--- config.mk ---
export PLATFORM = sky130hd
export DESIGN_NAME = note_player_seq
export DESIGN_NICKNAME = d
export VERILOG_FILES = /design/src/rtl/note_player_seq.sv
export SDC_FILE = /design/constraint.sdc
export NUM_CORES = 1
export LEC_CHECK = 0
export ABC_CLOCK_PERIOD_IN_PS = 1900
export CAP_MARGIN = 5
export CORE_MARGIN = 10
export CORE_UTILIZATION = 45
export CTS_BUF_LIST = sky130_fd_sc_hd__clkbuf_8
export DETAILED_ROUTE_END_ITERATION = 16
export DONT_BUFFER_PORTS = 1
export PLACE_DENSITY_LB_ADDON = 0.3
export SYNTH_ARGS = -nofsm -noshare
export SYNTH_HDL_FRONTEND = slang
export SYNTH_SLANG_ARGS = --single-unit
--- constraint.sdc ---
create_clock -name clk -period 1.9 [get_ports clk]
set_clock_uncertainty 0.05 [all_clocks]
set_input_delay 0.19 -clock clk [delete_from_list [all_inputs] [get_ports clk]]
set_output_delay 0.19 -clock clk [all_outputs]
set_load 0.005 [all_outputs]
--- src/rtl/note_player_seq.sv ---
// Note sequencer: one-entry pending buffer, beat-counted playback, note_done at each boundary.
// Optional `NOTE_PLAYER_PAUSE_EN: play_enable low pauses the current note instead of aborting it.
module note_player_seq #(
    parameter int unsigned NOTE_WIDTH = 6,
    parameter int unsigned DUR_WIDTH  = 6
) (
    input  logic                  clk,
    input  logic                  reset,
    input  logic                  play_enable,
    input  logic                  beat,
    input  logic                  load_new_note,
    input  logic [NOTE_WIDTH-1:0] new_note,
    input  logic [DUR_WIDTH-1:0]  new_duration,
    output logic [NOTE_WIDTH-1:0] note_out,
    output logic                  note_active,
    output logic [DUR_WIDTH-1:0]  beats_left,
    output logic                  note_done,
    output logic                  buf_full,
    output logic                  overrun
);

    typedef enum logic [1:0] {
        S_IDLE = 2'd0,
        S_LOAD = 2'd1,
        S_PLAY = 2'd2,
        S_DONE = 2'd3
    } state_t;

    state_t                r_state;
    logic [NOTE_WIDTH-1:0] r_note_out;
    logic [DUR_WIDTH-1:0]  r_beats_left;
    logic                  r_note_done;
    logic                  r_buf_full;
    logic [NOTE_WIDTH-1:0] r_buf_note;
    logic [DUR_WIDTH-1:0]  r_buf_dur;
    logic                  r_overrun;

    logic                  w_accept;
    logic [DUR_WIDTH-1:0]  w_load_dur;

    // The buffer is writable when empty or while LOAD is draining it this cycle.
    assign w_accept   = load_new_note && (!r_buf_full || (r_state == S_LOAD));
    assign w_load_dur = (r_buf_dur == '0) ? DUR_WIDTH'(1) : r_buf_dur;

    always_ff @(posedge clk) begin
        if (reset) begin
            r_state      <= S_IDLE;
            r_note_out   <= '0;
            r_beats_left <= '0;
            r_note_done  <= 1'b0;
            r_buf_full   <= 1'b0;
            r_buf_note   <= '0;
            r_buf_dur    <= '0;
            r_overrun    <= 1'b0;
        end else begin
            r_note_done <= 1'b0;
            r_overrun   <= load_new_note && !w_accept;

            if (w_accept) begin
                r_buf_note <= new_note;
                r_buf_dur  <= new_duration;
                r_buf_full <= 1'b1;
            end else if (r_state == S_LOAD) begin
                r_buf_full <= 1'b0;
            end

            case (r_state)
                S_IDLE: begin
                    if (play_enable && r_buf_full) begin
                        r_state <= S_LOAD;
                    end
                end
                S_LOAD: begin
                    r_note_out   <= r_buf_note;
                    r_beats_left <= w_load_dur;
                    r_state      <= S_PLAY;
                end
                S_PLAY: begin
                    if (play_enable) begin
                        if (beat) begin
                            if (r_beats_left == DUR_WIDTH'(1)) begin
                                r_state     <= S_DONE;
                                r_note_done <= 1'b1;
                            end else begin
                                r_beats_left <= r_beats_left - DUR_WIDTH'(1);
                            end
                        end
                    end else begin
`ifdef NOTE_PLAYER_PAUSE_EN
                        r_state <= S_PLAY;
`else
                        r_state      <= S_IDLE;
                        r_beats_left <= '0;
`endif
                    end
                end
                S_DONE: begin
                    r_beats_left <= '0;
                    r_state      <= (play_enable && r_buf_full) ? S_LOAD : S_IDLE;
                end
                default: begin
                    r_state <= S_IDLE;
                end
            endcase
        end
    end

    assign note_out    = r_note_out;
    assign beats_left  = r_beats_left;
    assign note_done   = r_note_done;
    assign buf_full    = r_buf_full;
    assign overrun     = r_overrun;
    assign note_active = (r_state == S_PLAY) && play_enable && (r_note_out != '0);

endmodule

==> results.toml <==
[timing]
tns_ns = 0
slew_headroom_pct = 40.41
grt_setup_unrepaired = "false"
fin_crit_sh_pct = 89.71
fmax_mhz = 586.7
fin_crit_ns = 1.704
hold_violations = 0
final-setup-viol-count = 0
worst_slew_pin_slew_ns = 0.8908
hold_ws_ns = 0.006724
final_max_slew_viol_count = 0

[setup_path]
critPathMaxFanout = 6
critPathKind = "reg2reg"
cp.arrival_ns = 1.79
cp-end-kind = "flop"
critPathLaunchType = "flop"
cp_data_required_time_ns = 1.99
reg2reg_depth = 5

[power_and_ir_drop]
power.share.combinational_pct = 9.0
vdd_ir_drop_max_mv = 0.7546
p_clk_share_pct = 45.0
power_density_mw_per_mm2 = 963.6
p_leak_nw = 0.5498
p_int_w = 0.001086
p_sw_share_pct = 24.04
power_switching_w = 0.0003438
p_seq_share_pct = 46.1

[cells_and_area]
layout-drive-gt1-share_pct = 14.94
fill_cells = 272
area_growth_pct = 12.31
regArea_um2 = 580.6
nNetsFinal = 172
antenna_cells = 0
multiInputGateArea_um2 = 675.6
fin_area_mm2 = 0.001484

[synth]
synth.cell_area_mm2 = 0.001321
synth-edff-count = 0
synth_adder_area_share_pct = 1.894
ys_seq_elements = 29
yosysUniqueCellTypes = 37
synthTopCellsByArea = "dfxtp_1 (44%), mux2i_1 (9.1%), nor2_1 (6.0%)"
synth_xor_area_share_pct = 0
yosys.area.top_type_share_pct = 43.94
netlist_instances = 147
synthArstFlopShare_pct = 0
yosysWarnings = 0
yosys.area.top_type = "dfxtp_1"
synth.mux.area_fraction_pct = 9.091
synth_fp_nets = 166
seq_area_frac_synth_pct = 43.94
synth_compound_area_share_pct = 12.97
syn_avg_cell_area_um2 = 8.988
synth-main-ff-cell = "dfxtp_1"
synthSimpleGateAreaFrac_pct = 26.80
synth_top_family_by_area = "simple AND/OR/NAND/NOR gates"

[min_path]
min_path_cells = 2
hp-class = "in2reg"

[route]
vias_per_cell = 5.589
routed_wl_um = 3081
final_antenna_net_count = 0
drcViolationCount = 0
drt_iter0_drc = 78
dr.pass1.iters = 4
avgRoutedWirePerCell_um = 16.65
vias = 1034

[die]
dieArea_mm2 = 0.005503
fp-row-count = 19
ios = 33
die_w_um = 74.19
die_y_um = 74.19
initial_core_util_pct = 47.50
core_mm2 = 0.002781

[global_route]
grt-ovfl-total = 0
grt_pass1_wl_um = 4933
grt_max_degree = 24
grt_pass1_vias = 1021
antenna_found_initial = 0
grt_usage_pct = 11.64

[clocking]
cts_inserted_buffers = 5
htree_levels = 2
cts.sinks = 29
clockBufferDepth = 2
clk_latency_ns = 0.28
path_clk_slew_ns = 0.07
cts_tree = "yes"
root_buffer = "clkbuf_8"

[place]
place_hpwl_um = 2238
port_buffers = 0
postPlaceCellArea_mm2 = 0.001324
routabilityCongestion = 0.8773

[outcome]
status = "finished, final reports clean"

[run]
cap_viol_max_count = 0
-- what timing repair did --
item / in CTS / in global routing
hold buffers: 2 / 2
setup buffers: 0 / 0
setup endpoints to repair: 0 / 1
endpoints found under the hold margin: 23 / 2
gates resized for setup: 0 / 1
-- final cells by class --
type                       instances  area share, %
multi-input combinational        107          45.53
sequential                        29          39.12
clock buffer                       5          4.637
timing repair buffer               7          4.216
clock inverter                     3          3.120
tap                               31          2.614
inverter                           3         0.7589
-- through the flow --
step	util, %	worst slack [ns]	std cells	power, W
floorplan	-	0.3624	147	0.0007743
global placement	47.59	0.2543	173	0.0007809
detailed placement	47.59	0.1703	173	0.0007863
CTS	52.45	0.1361	183	0.001445
global route	53.35	0.06582	185	0.001488
finish	53.35	0.1955	185	0.001430
-- worst max-delay path, stage by stage, from the launching register on --
cell	delay, ns
dfxtp_1	0.43
ha_1	0.23
or2b_2	0.36
o211ai_1	0.24
o31a_1	0.17
o22ai_1	0.07
-- worst paths after layout --
kind,from,endpoint,slack [ns]
worst min register to register,r_buf_note[5],note_out[5],0.40
worst max register to register,beats_left[0],beats_left[3],0.20
worst min-delay path,new_note[3],r_buf_note[3],0.007
worst max-delay path,beats_left[0],beats_left[3],0.20
-- layer usage --
| layer | up-vias | GRT usage [%] | routed length [um] |
|---|---|---|---|
| li1 | 524 | - | - |
| met1 | 472 | 13.52 | 1310 |
| met2 | 32 | 16.29 | 1333 |
| met3 | 6 | 7.447 | 390 |
| met4 | 0 | 5.590 | 46 |
| met5 | - | 0 | 0 |
-- synthesized netlist by cell type (2+ instances only) --
cell,n
nand2b_1,3
nand3_1,5
mux2i_1,12
a211oi_1,2
nor2_1,21
clkbuf_8,2
dfxtp_1,29
buf_4,2
nor2b_1,2
a21oi_1,11
ha_1,2
inv_1,3
nor4_1,2
nand2_1,20
clkbuf_1,3
o211ai_1,4
nor3_1,4
-- cell usage in the layout, fill, tap and decap left out, types with 4 or more instances in the layout --
master	n
dlygate4sd3_1	4
nand2_1	20
nand3_1	5
o211ai_1	4
mux2i_1	12
nor2_1	21
a21oi_1	11
dfxtp_1	29
clkbuf_8	5
nor3_1	4
-- power by group through the flow --
| stage | Combinational (W) | Sequential, W | Clock (W) |
|---|---|---|---|
| final | 0.000128 | 0.000659 | 0.000643 |
| after global routing | 0.000143 | 0.000663 | 0.000681 |
| after CTS | 0.000124 | 0.000659 | 0.000661 |
| after detailed placement | 0.000113 | 0.000673 | 0 |
| after global placement | 0.000109 | 0.000672 | 0 |
| after floorplan | 0.000111 | 0.000663 | 0 |
-- flip-flops by register name, summed over array words and instances (netlist names) --
register,count
r_buf_dur,6
note_out,6
beats_left,6
r_state,2
note_done,1
r_buf_note,6
buf_full,1
overrun,1
-- cells by family (layout without fill, tap and decap cells) --
family,Yosys count,in the layout
muxes,12,12
and+or+nand+nor,69,69
adders and majority gates,2,2
DFF,29,29
buffers and inverters,11,18
AOI/OAI and AO/OA,24,24
No activity file was read; power rests on OpenSTA's default activity.
